$ cat config.mk
export PLATFORM = sky130hd
export DESIGN_NAME = pipe_hazard_control
export DESIGN_NICKNAME = d
export VERILOG_FILES = /design/src/rtl/pipe_hazard_control_pkg.sv /design/src/rtl/pipe_hazard_control_sat_counter.sv /design/src/rtl/pipe_hazard_control.sv
export SDC_FILE = /design/constraint.sdc
export NUM_CORES = 1
export LEC_CHECK = 0
export CAP_MARGIN = 10
export CORE_ASPECT_RATIO = 1.5
export CORE_MARGIN = 4
export CORE_UTILIZATION = 37
export CTS_CLUSTER_SIZE = 8
export DETAILED_ROUTE_END_ITERATION = 7
export PLACE_DENSITY = 0.93
export SLEW_MARGIN = 20
export SYNTH_ARGS = -nofsm -noshare
export SYNTH_HDL_FRONTEND = slang
export SYNTH_SLANG_ARGS = --single-unit
$ cat constraint.sdc
create_clock -name clk -period 2.55 [get_ports clk]
set_input_delay 0.3825 -clock clk [delete_from_list [all_inputs] [get_ports clk]]
set_output_delay 0.3825 -clock clk [all_outputs]
set_load 0.01 [all_outputs]
$ cat src/rtl/pipe_hazard_control_pkg.sv
// pipe_hazard_control_pkg: shared pipeline types for the hazard controller.
package pipe_hazard_control_pkg;

    typedef enum logic [1:0] {
        RUN     = 2'd0,
        MEMWAIT = 2'd1,
        ERROR   = 2'd2
    } state_t;

    localparam logic [1:0] JMP_NONE = 2'b00;
    localparam logic [1:0] JMP_J    = 2'b01;
    localparam logic [1:0] JMP_JR   = 2'b10;

endpackage

$ cat src/rtl/pipe_hazard_control_sat_counter.sv
// sat_counter: event counter that sticks at all-ones instead of wrapping.
module sat_counter #(
    parameter int CNT_W = 16
) (
    input  logic             clk,
    input  logic             reset,
    input  logic             inc,
    output logic [CNT_W-1:0] count
);

    always_ff @(negedge clk or negedge reset) begin
        if (!reset)
            count <= '0;
        else if (inc && (count != '1))
            count <= count + 1'b1;
    end

endmodule

$ cat src/rtl/pipe_hazard_control.sv
// pipe_hazard_control: stall/flush/redirect control for the 5-stage pipeline,
// with data-memory wait tracking, timeout detection and perf counters.
module pipe_hazard_control
    import pipe_hazard_control_pkg::*;
#(
    parameter int MAX_WAIT = 15,
    parameter int CNT_W    = 16
) (
    input  logic             clk,
    input  logic             reset,
    input  logic [4:0]       Rs_D,
    input  logic [4:0]       Rt_D,
    input  logic             UsesRt_D,
    input  logic             MemRead_E,
    input  logic [4:0]       WriteReg_E,
    input  logic             BranchEQ_M,
    input  logic             BranchNE_M,
    input  logic             Zero_M,
    input  logic [1:0]       Jump_M,
    input  logic             MemRead_M,
    input  logic             MemWrite_M,
    input  logic [31:0]      BranchAdderResult_M,
    input  logic [31:0]      JumpAddress_M,
    input  logic [31:0]      ReadData1_M,
    input  logic             MemReady,
    output logic             Stall_F,
    output logic             Stall_D,
    output logic             Stall_E,
    output logic             Stall_M,
    output logic             Flush_D,
    output logic             Flush_E,
    output logic             Flush_M,
    output logic             Flush_W,
    output logic             PCSrc,
    output logic [31:0]      RedirectPC,
    output logic             Error,
    output logic [CNT_W-1:0] StallCount,
    output logic [CNT_W-1:0] FlushCount
);

    localparam int            WW        = $clog2(MAX_WAIT + 1);
    localparam logic [WW-1:0] WAIT_ONE  = WW'(1);
    localparam logic [WW-1:0] WAIT_LAST = WW'(MAX_WAIT);

    state_t        state, state_nx;
    logic [WW-1:0] wait_cnt, wait_nx;
    logic          taken, redirect, luse, mem_pend;
    logic          run_row, hold, luse_stall, pc_src;
    logic [31:0]   target;

    always_comb begin
        taken    = (BranchEQ_M && Zero_M) || (BranchNE_M && !Zero_M);
        redirect = (Jump_M == JMP_J) || (Jump_M == JMP_JR) || taken;
        target   = (Jump_M == JMP_J)  ? JumpAddress_M :
                   (Jump_M == JMP_JR) ? ReadData1_M   : BranchAdderResult_M;
        luse     = MemRead_E && (WriteReg_E != 5'd0) &&
                   ((WriteReg_E == Rs_D) || (UsesRt_D && (WriteReg_E == Rt_D)));
        mem_pend = (MemRead_M || MemWrite_M) && !MemReady;
    end

    // run_row: the normal priority evaluation (redirect > mem wait > load-use) applies this cycle
    always_comb begin
        state_nx = state;
        wait_nx  = wait_cnt;
        run_row  = 1'b0;
        hold     = 1'b0;
        case (state)
            RUN: run_row = 1'b1;
            MEMWAIT: begin
                if (MemReady) begin
                    run_row  = 1'b1;
                    state_nx = RUN;
                    wait_nx  = '0;
                end else begin
                    hold     = 1'b1;
                    wait_nx  = wait_cnt + 1'b1;
                    state_nx = (wait_nx == WAIT_LAST) ? ERROR : MEMWAIT;
                end
            end
            ERROR: hold = 1'b1;
            default: state_nx = RUN;
        endcase
        pc_src     = run_row && redirect;
        luse_stall = run_row && !redirect && !mem_pend && luse;
        if (run_row && !redirect && mem_pend) begin
            hold     = 1'b1;
            wait_nx  = WAIT_ONE;
            state_nx = (WAIT_ONE == WAIT_LAST) ? ERROR : MEMWAIT;
        end
    end

    always_ff @(negedge clk or negedge reset) begin
        if (!reset) begin
            state    <= RUN;
            wait_cnt <= '0;
        end else begin
            state    <= state_nx;
            wait_cnt <= wait_nx;
        end
    end

    // every control is forced low while reset is held, regardless of inputs
    assign Stall_F    = reset && (hold || luse_stall);
    assign Stall_D    = reset && (hold || luse_stall);
    assign Stall_E    = reset && hold;
    assign Stall_M    = reset && hold;
    assign Flush_D    = reset && pc_src;
    assign Flush_E    = reset && (pc_src || luse_stall);
    assign Flush_M    = reset && pc_src;
    assign Flush_W    = reset && hold;
    assign PCSrc      = reset && pc_src;
    assign RedirectPC = PCSrc ? target : 32'd0;
    assign Error      = reset && (state == ERROR);

    sat_counter #(.CNT_W(CNT_W)) u_stall_cnt (
        .clk   (clk),
        .reset (reset),
        .inc   (Stall_F),
        .count (StallCount)
    );

    sat_counter #(.CNT_W(CNT_W)) u_flush_cnt (
        .clk   (clk),
        .reset (reset),
        .inc   (PCSrc),
        .count (FlushCount)
    );

endmodule

==> results.md <==
- Status: complete, but fails checks
- Violated checks: negative setup slack
- Biggest area consumer among synthesized cells: dfrtn_1
- Simple-gate area share of the yosys netlist: 25.17%
- CTS root buffer: clkbuf_16
- Design Area, Final: 6754 um^2
- Slew @ Worst Pin: 0.5331 ns
- Share of post-route cells with drive strength above 1: 45.17%
- Vias in the first global route: 4178
- Power Dens Cells: 335.8 nW/um^2
- Proportion of synthesized area in mux cells: 12.75%
- Cells after synthesis: 364
- M1 WL: 5648 um
- CORE AREA: 8008 um^2
- Setup violators final: 91
- Initial cell density of the core: 38.11%
- Largest family of logic cells by synthesized area: simple AND/OR/NAND/NOR gates
- CTS Hold Bufs: 0
- Post-Synth XOR/XNOR Area: 11.48%
- Final Max Tran Viols: 0
- Switch Pwr: 732.1 uW
- Total track usage: 30.36%
- IO Count: 197
- Grt ovf: 0
- Sequential share of power: 30.9%
- Critical path arrival: 3.33 ns
- Die area: 9794 um^2
- Crit Path Max Fanout: 3
- First drt pass iteration count: 5
- CTS tree: done
- Clock H-tree levels: 2
- Reg-to-reg critical path startpoint: u_stall_cnt.count[0]$_DFFE_NN0P_
- Post-synth net total: 496
- Final hold vios: 0
- Crit-path cells: inv_2 > ha_4 > and2b_2 > o21ai_2 > a21oi_2 > buf_4 > a21oi_4 > buf_6 > inv_4 > buf_6
- Crit end category: output pin
- Pin count of the biggest net entering global routing: 40
- CP startpoint: state[1]$_DFFE_NN0P_
- Longest Clk Path Bufs: 2
- CP max stage cell: dfrtn_1
- Post-route ant nets: 0
- Synth top cells by count: nor2_1, dfrtn_1, mux2i_1
- Post-synthesis sequential area ratio: 31.16%
- Vias: 4284
- Placed Area: 5694 um^2
- Highest routing layer actually used: met4
- Number of remaining DRC errors: 0
- Worst Clk Skew: 0.006095 ns
- 1st-iter DRT viols: 320
- EDFF count, synth: 0
- Worst setup SP type: flop
- GP Congestion: 0.9627
- Synth Area in Adders: 3.690%
- CTS clk-pin slew, worst paths: 0.05 ns
- CP Class: reg2out
- Die width: 82.15 um
- Place WS: -1.315 ns
- Final wirelength: 17950 um
- Worst Hold Launch: u_stall_cnt.count[4]$_DFFE_NN0P_
- Maximum VDD drop: 0.5938 mV
- CTS buffer count: 5
- Final Worst Setup Slack: -1.160 ns
- Top cells by area, synth: dfrtn_1, mux2i_1, nor2_1
- #FFs+latches synth: 38
- Required time worst endpoint: 2.17 ns
- Global-route wire length before repair: 22650 um
- Main flop type after synthesis: dfrtn_1
- Vias/cell: 5.735
- Post-synthesis compound-gate area fraction: 9.676%
- Filler Cells Inserted: 368
- Clk pwr share: 29.5%
- Die H: 119.2 um
- Layout Nets: 773
- RSZ-0062 raised after global routing: true
- Syn_area_per_cell: 8.384 um^2
- Initial antenna violation count: 0
- Async S/R FF share, synth: 100.0%
- Post-layout util: 84.34%
- Slew Limit Headroom: 64.46%
- Routed wire per std cell: 24.03 um
- Most used cell, CP: buf_6
- Worst-skew pair later-pin latency: 0.31 ns
- Port Buffers: 196
- Count leader, synth: nor2_1
- Layout area overhead: 121.3%
- Hold WC Path Type: reg2reg
- WL met3: 1775 um
- Row Count: 40
- Comb pwr share: 39.6%
- Clock sink count: 38
- P_int: 1536 uW
- Final HPWL DP: 9963 um
- Post-Syn Area: 3052 um^2
- Leak pwr: 0.003182 uW
- Ys Warns: 0
- Net Sw Frac: 32.28%
- Ant. Diodes: 0
- Synth unique cells: 43
- Detail Route met2 WL: 9434 um
- Crit path largest cell delay: 0.45 ns
- Synth top area share: 31.16%
- Max-cap violations: 0
routing by layer:
metal / vias up / global-route usage (%)
li1: 1781 / -
met1: 2061 / 31.18
met2: 344 / 56.68
met3: 98 / 6.884
met4: 0 / 12.16
met5: - / 0
final timing paths:
path	endpoint	slack, ns	cells after the start
min in group asynchronous	u_flush_cnt.count[15]$_DFFE_NN0P_	1.33	2
setup reg to reg	u_stall_cnt.count[15]$_DFFE_NN0P_	-0.43	9
hold / removal	u_stall_cnt.count[4]$_DFFE_NN0P_	0.56	2
hold reg to reg	u_stall_cnt.count[4]$_DFFE_NN0P_	0.56	2
max in group asynchronous	wait_cnt[2]$_DFFE_NN0P_	0.83	2
setup / recovery	Stall_F	-1.16	10
metrics by stage:
step,TNS [ns],cells,power (uW),hold WS (ns)
global placement,-86.39,705,1442,0.4547
CTS,-60.56,736,2142,0.5450
global route,-73.09,747,2350,0.5988
finish,-70.40,747,2268,0.5615
floorplan,-38.92,364,985.4,0.4467
detailed placement,-89.58,705,1478,0.4880
sequential cells by signal, indices dropped and copies added (netlist names):
name / cells
u_stall_cnt.count: 16
state: 2
wait_cnt: 4
u_flush_cnt.count: 16
layout by cell type (no fill, tap or decap), drive strengths merged, types with 2 or more instances in the layout:
| master | n |
|---|---|
| a211o | 2 |
| nand4 | 5 |
| o21ai | 4 |
| and2 | 6 |
| clkbuf | 9 |
| mux2i | 34 |
| nand3 | 14 |
| inv | 15 |
| clkdlybuf4s50 | 99 |
| nor3 | 9 |
| nor4b | 2 |
| xor2 | 21 |
| a21oi | 35 |
| dlygate4sd2 | 11 |
| dlymetal6s2s | 2 |
| nor4 | 4 |
| o22ai | 4 |
| and4 | 2 |
| clkdlybuf4s15 | 2 |
| buf | 176 |
| ha | 9 |
| and3 | 8 |
| mux2 | 4 |
| nor2 | 74 |
| dfrtn | 38 |
| nand2 | 23 |
| xnor2 | 19 |
worst max-delay path: cells and delay by family, from the launching register on:
family                     cells  cell delay (ns)
adders and majority gates      1             0.18
and+or+nand+nor                1             0.22
DFF                            1             0.45
buffers and inverters          5             0.51
AOI/OAI and AO/OA              3             0.38
power by group through the flow:
stage | Combinational (uW) | Sequential [uW] | Clock, uW
2_1_floorplan | 234 | 751 | 0
3_3_place_gp | 739 | 703 | 0
3_5_place_dp | 775 | 704 | 0
4_1_cts | 816 | 693 | 632
5_1_grt | 950 | 707 | 692
6_report | 898 | 701 | 669
what timing repair did:
item / in CTS / in global routing
setup buffers: 21 / 11
setup endpoints to repair: 112 / 89
gates cloned: 2 / 3
pin swaps: 40 / 47
resized for setup: 417 / 107
cells by family (layout without fill, tap and decap cells):
| kind of cell | after synthesis | after routing |
|---|---|---|
| AND/OR/NAND/NOR | 152 | 152 |
| AO/OA/AOI/OAI | 49 | 49 |
| XOR/XNOR | 40 | 40 |
| multiplexers | 38 | 38 |
| flip-flops | 38 | 38 |
| buffers and inverters | 38 | 316 |
| adder cells (fa/ha/maj) | 9 | 9 |
layout make-up:
| type | count | area (um^2) | area share, % |
|---|---|---|---|
| multi-input cells | 288 | 2599 | 38.48 |
| inverters | 15 | 66.31 | 0.9818 |
| clock buffers | 6 | 138.9 | 2.056 |
| flip-flops and latches | 38 | 950.9 | 14.08 |
| well taps | 105 | 131.4 | 1.945 |
| clock inverters | 2 | 12.51 | 0.1853 |
| repair buffers | 293 | 2855 | 42.27 |
Note: power is estimated with default switching activity, not from simulation.
